$ cat src/rtl/disp_scan_ctrl.sv
// rtl/disp_scan_ctrl.sv - ALU result capture, BCD conversion and 4-digit 7-segment scanner
//
// Ports:
//   clk        system clock, rising edge
//   rst        synchronous active-high reset
//   load       one-cycle capture strobe for Sel_op/resultado
//   Sel_op     0 = add, 1 = subtract
//   resultado  [8] carry/sign, [7:0] magnitude bits
//   busy       high while a conversion is in progress
//   sel_disp   digit slot: 00 units, 01 sign, 10 hundreds, 11 tens
//   An         anode enables, active low
//   SSeg       segments gfedcba, active low

module disp_scan_ctrl #(
    parameter int REFRESH_DIV = 50000
) (
    input  logic       clk,
    input  logic       rst,
    input  logic       load,
    input  logic       Sel_op,
    input  logic [8:0] resultado,
    output logic       busy,
    output logic [1:0] sel_disp,
    output logic [3:0] An,
    output logic [6:0] SSeg
);

    localparam int CNT_W = (REFRESH_DIV > 2) ? $clog2(REFRESH_DIV) : 1;
    localparam logic [CNT_W-1:0] CNT_MAX = CNT_W'(REFRESH_DIV - 1);

    typedef enum logic {
        ST_IDLE,
        ST_CONV
    } state_t;

    state_t           state;
    state_t           state_next;
    logic             accept;
    logic             last_iter;

    logic [3:0]       iter;
    logic             signo;
    logic [8:0]       mag_sr;
    logic [11:0]      shadow;
    logic [11:0]      adj;
    logic [11:0]      shadow_next;

    logic [3:0]       disp_c;
    logic [3:0]       disp_d;
    logic [3:0]       disp_u;
    logic             disp_s;

    logic [CNT_W-1:0] scan_cnt;
    logic [3:0]       digit;

    // State register
    always_ff @(posedge clk) begin
        if (rst) begin
            state <= ST_IDLE;
        end else begin
            state <= state_next;
        end
    end

    // Next-state logic; a load is only honoured while idle
    always_comb begin
        state_next = state;
        accept     = 1'b0;
        last_iter  = 1'b0;
        case (state)
            ST_IDLE: begin
                if (load) begin
                    accept     = 1'b1;
                    state_next = ST_CONV;
                end
            end
            ST_CONV: begin
                if (iter == 4'd8) begin
                    last_iter  = 1'b1;
                    state_next = ST_IDLE;
                end
            end
            default: state_next = ST_IDLE;
        endcase
    end

    assign busy = (state == ST_CONV);

    // One double-dabble step: add 3 to nibbles >= 5, then shift in the next magnitude bit
    always_comb begin
        adj = shadow;
        if (shadow[3:0] >= 4'd5) begin
            adj[3:0] = shadow[3:0] + 4'd3;
        end
        if (shadow[7:4] >= 4'd5) begin
            adj[7:4] = shadow[7:4] + 4'd3;
        end
        if (shadow[11:8] >= 4'd5) begin
            adj[11:8] = shadow[11:8] + 4'd3;
        end
        shadow_next = {adj[10:0], mag_sr[8]};
    end

    // Conversion datapath; display registers only change on the final iteration
    always_ff @(posedge clk) begin
        if (rst) begin
            iter   <= 4'd0;
            signo  <= 1'b0;
            mag_sr <= 9'd0;
            shadow <= 12'd0;
            disp_c <= 4'd0;
            disp_d <= 4'd0;
            disp_u <= 4'd0;
            disp_s <= 1'b0;
        end else if (accept) begin
            signo  <= Sel_op & resultado[8];
            mag_sr <= (Sel_op & resultado[8]) ? (~resultado + 9'd1) : resultado;
            shadow <= 12'd0;
            iter   <= 4'd0;
        end else if (state == ST_CONV) begin
            shadow <= shadow_next;
            mag_sr <= {mag_sr[7:0], 1'b0};
            iter   <= iter + 4'd1;
            if (last_iter) begin
                disp_c <= shadow_next[11:8];
                disp_d <= shadow_next[7:4];
                disp_u <= shadow_next[3:0];
                disp_s <= signo;
                iter   <= 4'd0;
            end
        end
    end

    // Free-running digit scanner
    always_ff @(posedge clk) begin
        if (rst) begin
            scan_cnt <= '0;
            sel_disp <= 2'b00;
        end else if (scan_cnt == CNT_MAX) begin
            scan_cnt <= '0;
            sel_disp <= sel_disp + 2'b01;
        end else begin
            scan_cnt <= scan_cnt + 1'b1;
        end
    end

    // Sign slot uses code 10 for '-' and 11 for blank
    always_comb begin
        digit = 4'd0;
        case (sel_disp)
            2'b00:   digit = disp_u;
            2'b01:   digit = disp_s ? 4'd10 : 4'd11;
            2'b10:   digit = disp_c;
            default: digit = disp_d;
        endcase
    end

    assign An = ~(4'b0001 << sel_disp);

    always_comb begin
        SSeg = 7'b1111111;
        case (digit)
            4'd0:    SSeg = 7'b1000000;
            4'd1:    SSeg = 7'b1111001;
            4'd2:    SSeg = 7'b0100100;
            4'd3:    SSeg = 7'b0110000;
            4'd4:    SSeg = 7'b0011001;
            4'd5:    SSeg = 7'b0010010;
            4'd6:    SSeg = 7'b0000010;
            4'd7:    SSeg = 7'b1111000;
            4'd8:    SSeg = 7'b0000000;
            4'd9:    SSeg = 7'b0010000;
            4'd10:   SSeg = 7'b0111111;
            default: SSeg = 7'b1111111;
        endcase
    end

endmodule

$ cat config.mk
export PLATFORM = sky130hd
export DESIGN_NAME = disp_scan_ctrl
export DESIGN_NICKNAME = d
export VERILOG_FILES = /design/src/rtl/disp_scan_ctrl.sv
export SDC_FILE = /design/constraint.sdc
export NUM_CORES = 1
export LEC_CHECK = 0
export BUFFER_PORTS_ARGS = -buffer_cell sky130_fd_sc_hd__buf_2
export CORE_MARGIN = 2
export CORE_UTILIZATION = 50
export CTS_CLUSTER_DIAMETER = 80
export DETAILED_ROUTE_END_ITERATION = 7
export PLACE_DENSITY = 0.69
export SKIP_LAST_GASP = 1
export SLEW_MARGIN = 20
export SYNTH_ARGS = -nofsm -noshare
export SYNTH_HDL_FRONTEND = slang
export SYNTH_SLANG_ARGS = --single-unit
$ cat constraint.sdc
create_clock -name clk -period 5.6 [get_ports clk]
set_clock_uncertainty 0.2 [all_clocks]
set_input_delay 0.28 -clock clk [delete_from_list [all_inputs] [get_ports clk]]
set_output_delay 0.28 -clock clk [all_outputs]
set_load 0.01 [all_outputs]
==> run metrics <==
Slew HR=55.14%; final setup TNS=0 ns; number of flops mapped to enable cells by yosys=0; core area=0.005921 mm²; gr ovfl total=0; RSZ-0062 raised after global routing=no; Leak Pwr=1.331 nW; clk buf depth=2; share of cells above drive strength 1=11.03%; minimum clock period=3.070 ns; fin. max-slew vios=0; Syn. warnings=0; Buf+Inv Stages, Crit Path=4; Die Ht=82.14 µm; Via Count=2522; r2r endpoint=disp_c[0]; Pre-antenna DRT Iters=4; Final period util=54.81%; Post-Syn Area per Cell=8.141 µm²; largest stage delay on the critical path=0.51 ns; largest net degree at the start of global routing=29; Starting Density=51.56%; Top Ports=27; initial drt markers=191; post-synthesis sequential area ratio=between 30% and 40%; cell repeated most along the worst path=inv_1; cell area power density=around 250 mW/mm²; R2R Setup Slk=about 3.2 ns; most frequent cells in the layout=nor2_1 (60), dfxtp_1 (58), nand2_1 (43), a21oi_1 (30), buf_2 (26); Critical-path top delay cell=o31ai_1; Max rail drop VDD=roughly 0.13 mV; CP Capture Type=primary output; Primary FF master, synth=dfxtp_1; Resized Gates After CTS=0; Sink Count=58; Max FO, Critical Path=5; Worst R2R Path Depth=4; Power, Total=0.8404 mW; RR Startpoint=busy; Clk Tree Root Cell=clkbuf_8; run status=finished, final reports clean; DR DRC count=0; MaxCap Viol Count=0; setup violators final=0; DIE AREA=0.006747 mm²; htree depth=3; CP top delay family=compound AO/OA/AOI/OAI gates; CTS tree=yes; Mapped Nets=approximately 410; final WL=5848 µm; data arrival time of the critical path=2.59 ns; WL/cell=12.34 µm; critical path cell sequence=inv_1, ha_1, a22o_1, o31ai_1, inv_1, ha_1, inv_1, nand3_1, o21ai_0, a21oi_1, buf_2; vias per inst=5.321; most common cell after layout, fill and taps aside=nor2_1; Tightest Pin Transition=approximately 0.67 ns; later-pin clock latency in the skew report=0.33 ns; GP Congestion=~0.8; CP Launch Type=flop; vias in the first global route=2317; Setup Crit Path Kind=reg -> out; Area Growth Syn to Fin=10.86%; nets@finish=427; GR Util All Layers=a little under a fifth; final hold slack=0.04499 ns; ANT nets after route=0; CTS Buf Count=9; hold buffer count at CTS=0; asr flop ratio synth=0%; initial antenna violation count=0; WHS Path Cells=3; Post-Synthesis Cells=375; flops & latches, synth=58; die width=82.14 µm; Achievable Freq=325.8 MHz; Post-Syn Area=0.003053 mm²; hpwl dp=4115 µm; crit path from=sel_disp[0]; Post-CTS Setup Bufs=0; final hold violations=0; critical path depth=11; Critical Path End=SSeg[6]; PortBufs=26; global-route wire length before repair=approximately 10000 µm; # diodes=0; Hold Path Class=in -> reg; fill count=about 550; # rows=28; synth unique cells=42; Crit path required time=5.12 ns; clock-pin slew on the worst setup and hold paths=0.06 ns
registers in the layout (all words and copies together) (netlist names):
signal / flops
scan_cnt: 16
shadow: 12
mag_sr: 9
disp_c: 4
disp_d: 4
disp_u: 4
iter: 4
sel_disp: 2
busy: 1
disp_s: 1
signo: 1
area by class of cell:
cell class                 instances  area [µm²]  area share [%]
timing repair buffer              27       137.6           4.067
clock inverter                     4       45.04           1.331
clock buffer                      10       127.6           3.771
sequential                        58        1161           34.31
inverter                          22       82.58           2.440
multi-input combinational        278        1737           51.31
tap                               75       93.84           2.773
worst register-to-register path, delay by kind of cell, from the launching register on:
family,cells,cell delay (ns)
buf+inv,1,0.41
compound gates,1,0.23
simple gates,2,0.78
flops,1,0.75
stage by stage:
step	cells	util (%)	cell area [µm²]	setup WS (ns)
after global routing	474	57.16	3385	2.215
after global placement	460	54.25	3212	2.929
final	474	57.16	3385	2.530
after floorplan	375	-	3053	3.054
after CTS	474	57.16	3385	2.471
after detailed placement	460	54.25	3212	2.828
logic make-up (layout without fill, tap and decap cells):
group                    after synthesis  in the layout  synth area share (%)
buffers and inverters                 39             63                 5.082
AO/OA/AOI/OAI                         65             65                 13.81
adder cells (fa/ha/maj)               18             18                 7.377
XOR/XNOR                              26             26                 7.459
multiplexers                          14             14                 4.590
AND/OR/NAND/NOR                      155            155                 23.65
flip-flops                            58             58                 38.03
how the worst min path moves through the flow:
stage                end          from
4_1_cts        mag_sr[8]  resultado[8]
3_5_place_dp      disp_s         signo
5_1_grt        mag_sr[8]  resultado[8]
6_report       mag_sr[8]  resultado[8]
3_3_place_gp      disp_s         signo
2_1_floorplan  mag_sr[8]  resultado[8]
layer usage:
layer  up-vias  wire [µm]  GRT usage, %
li1       1312          -             -
met1      1151       2829         23.45
met2        47       2643         31.38
met3        12        194         4.239
met4         0        181         10.50
met5         -          0             0
where the power goes:
part	total, mW	switching [mW]	internal [mW]
Combinational	0.0599	0.0344	0.0254
Sequential	0.431	0.00946	0.422
Clock	0.349	0.151	0.198
Total	0.840	0.195	0.645
Yosys cell counts (all sizes together), types with 2 or more instances:
library cell	count	area, µm²
nor4	3	18.77
buf	4	23.76
a211oi	9	67.56
nand3	11	55.05
nand4	6	37.54
dfxtp	58	1161
xor2	12	105.1
o41ai	2	36.29
nor2b	2	12.51
nor3	6	30.03
nor3b	4	30.03
nor2	60	225.2
nand2b	7	43.79
ha	18	225.2
mux2i	14	140.1
xnor2	14	122.6
nand3b	2	15.01
or3	2	12.51
a221oi	2	17.52
clkbuf	13	48.80
and2	2	12.51
a21oi	30	150.1
or4	2	22.52
o31ai	2	15.01
nand2	43	161.4
a211o	3	26.28
o21ai	11	55.05
inv	22	82.58
Note: power is estimated with default switching activity, not from simulation.
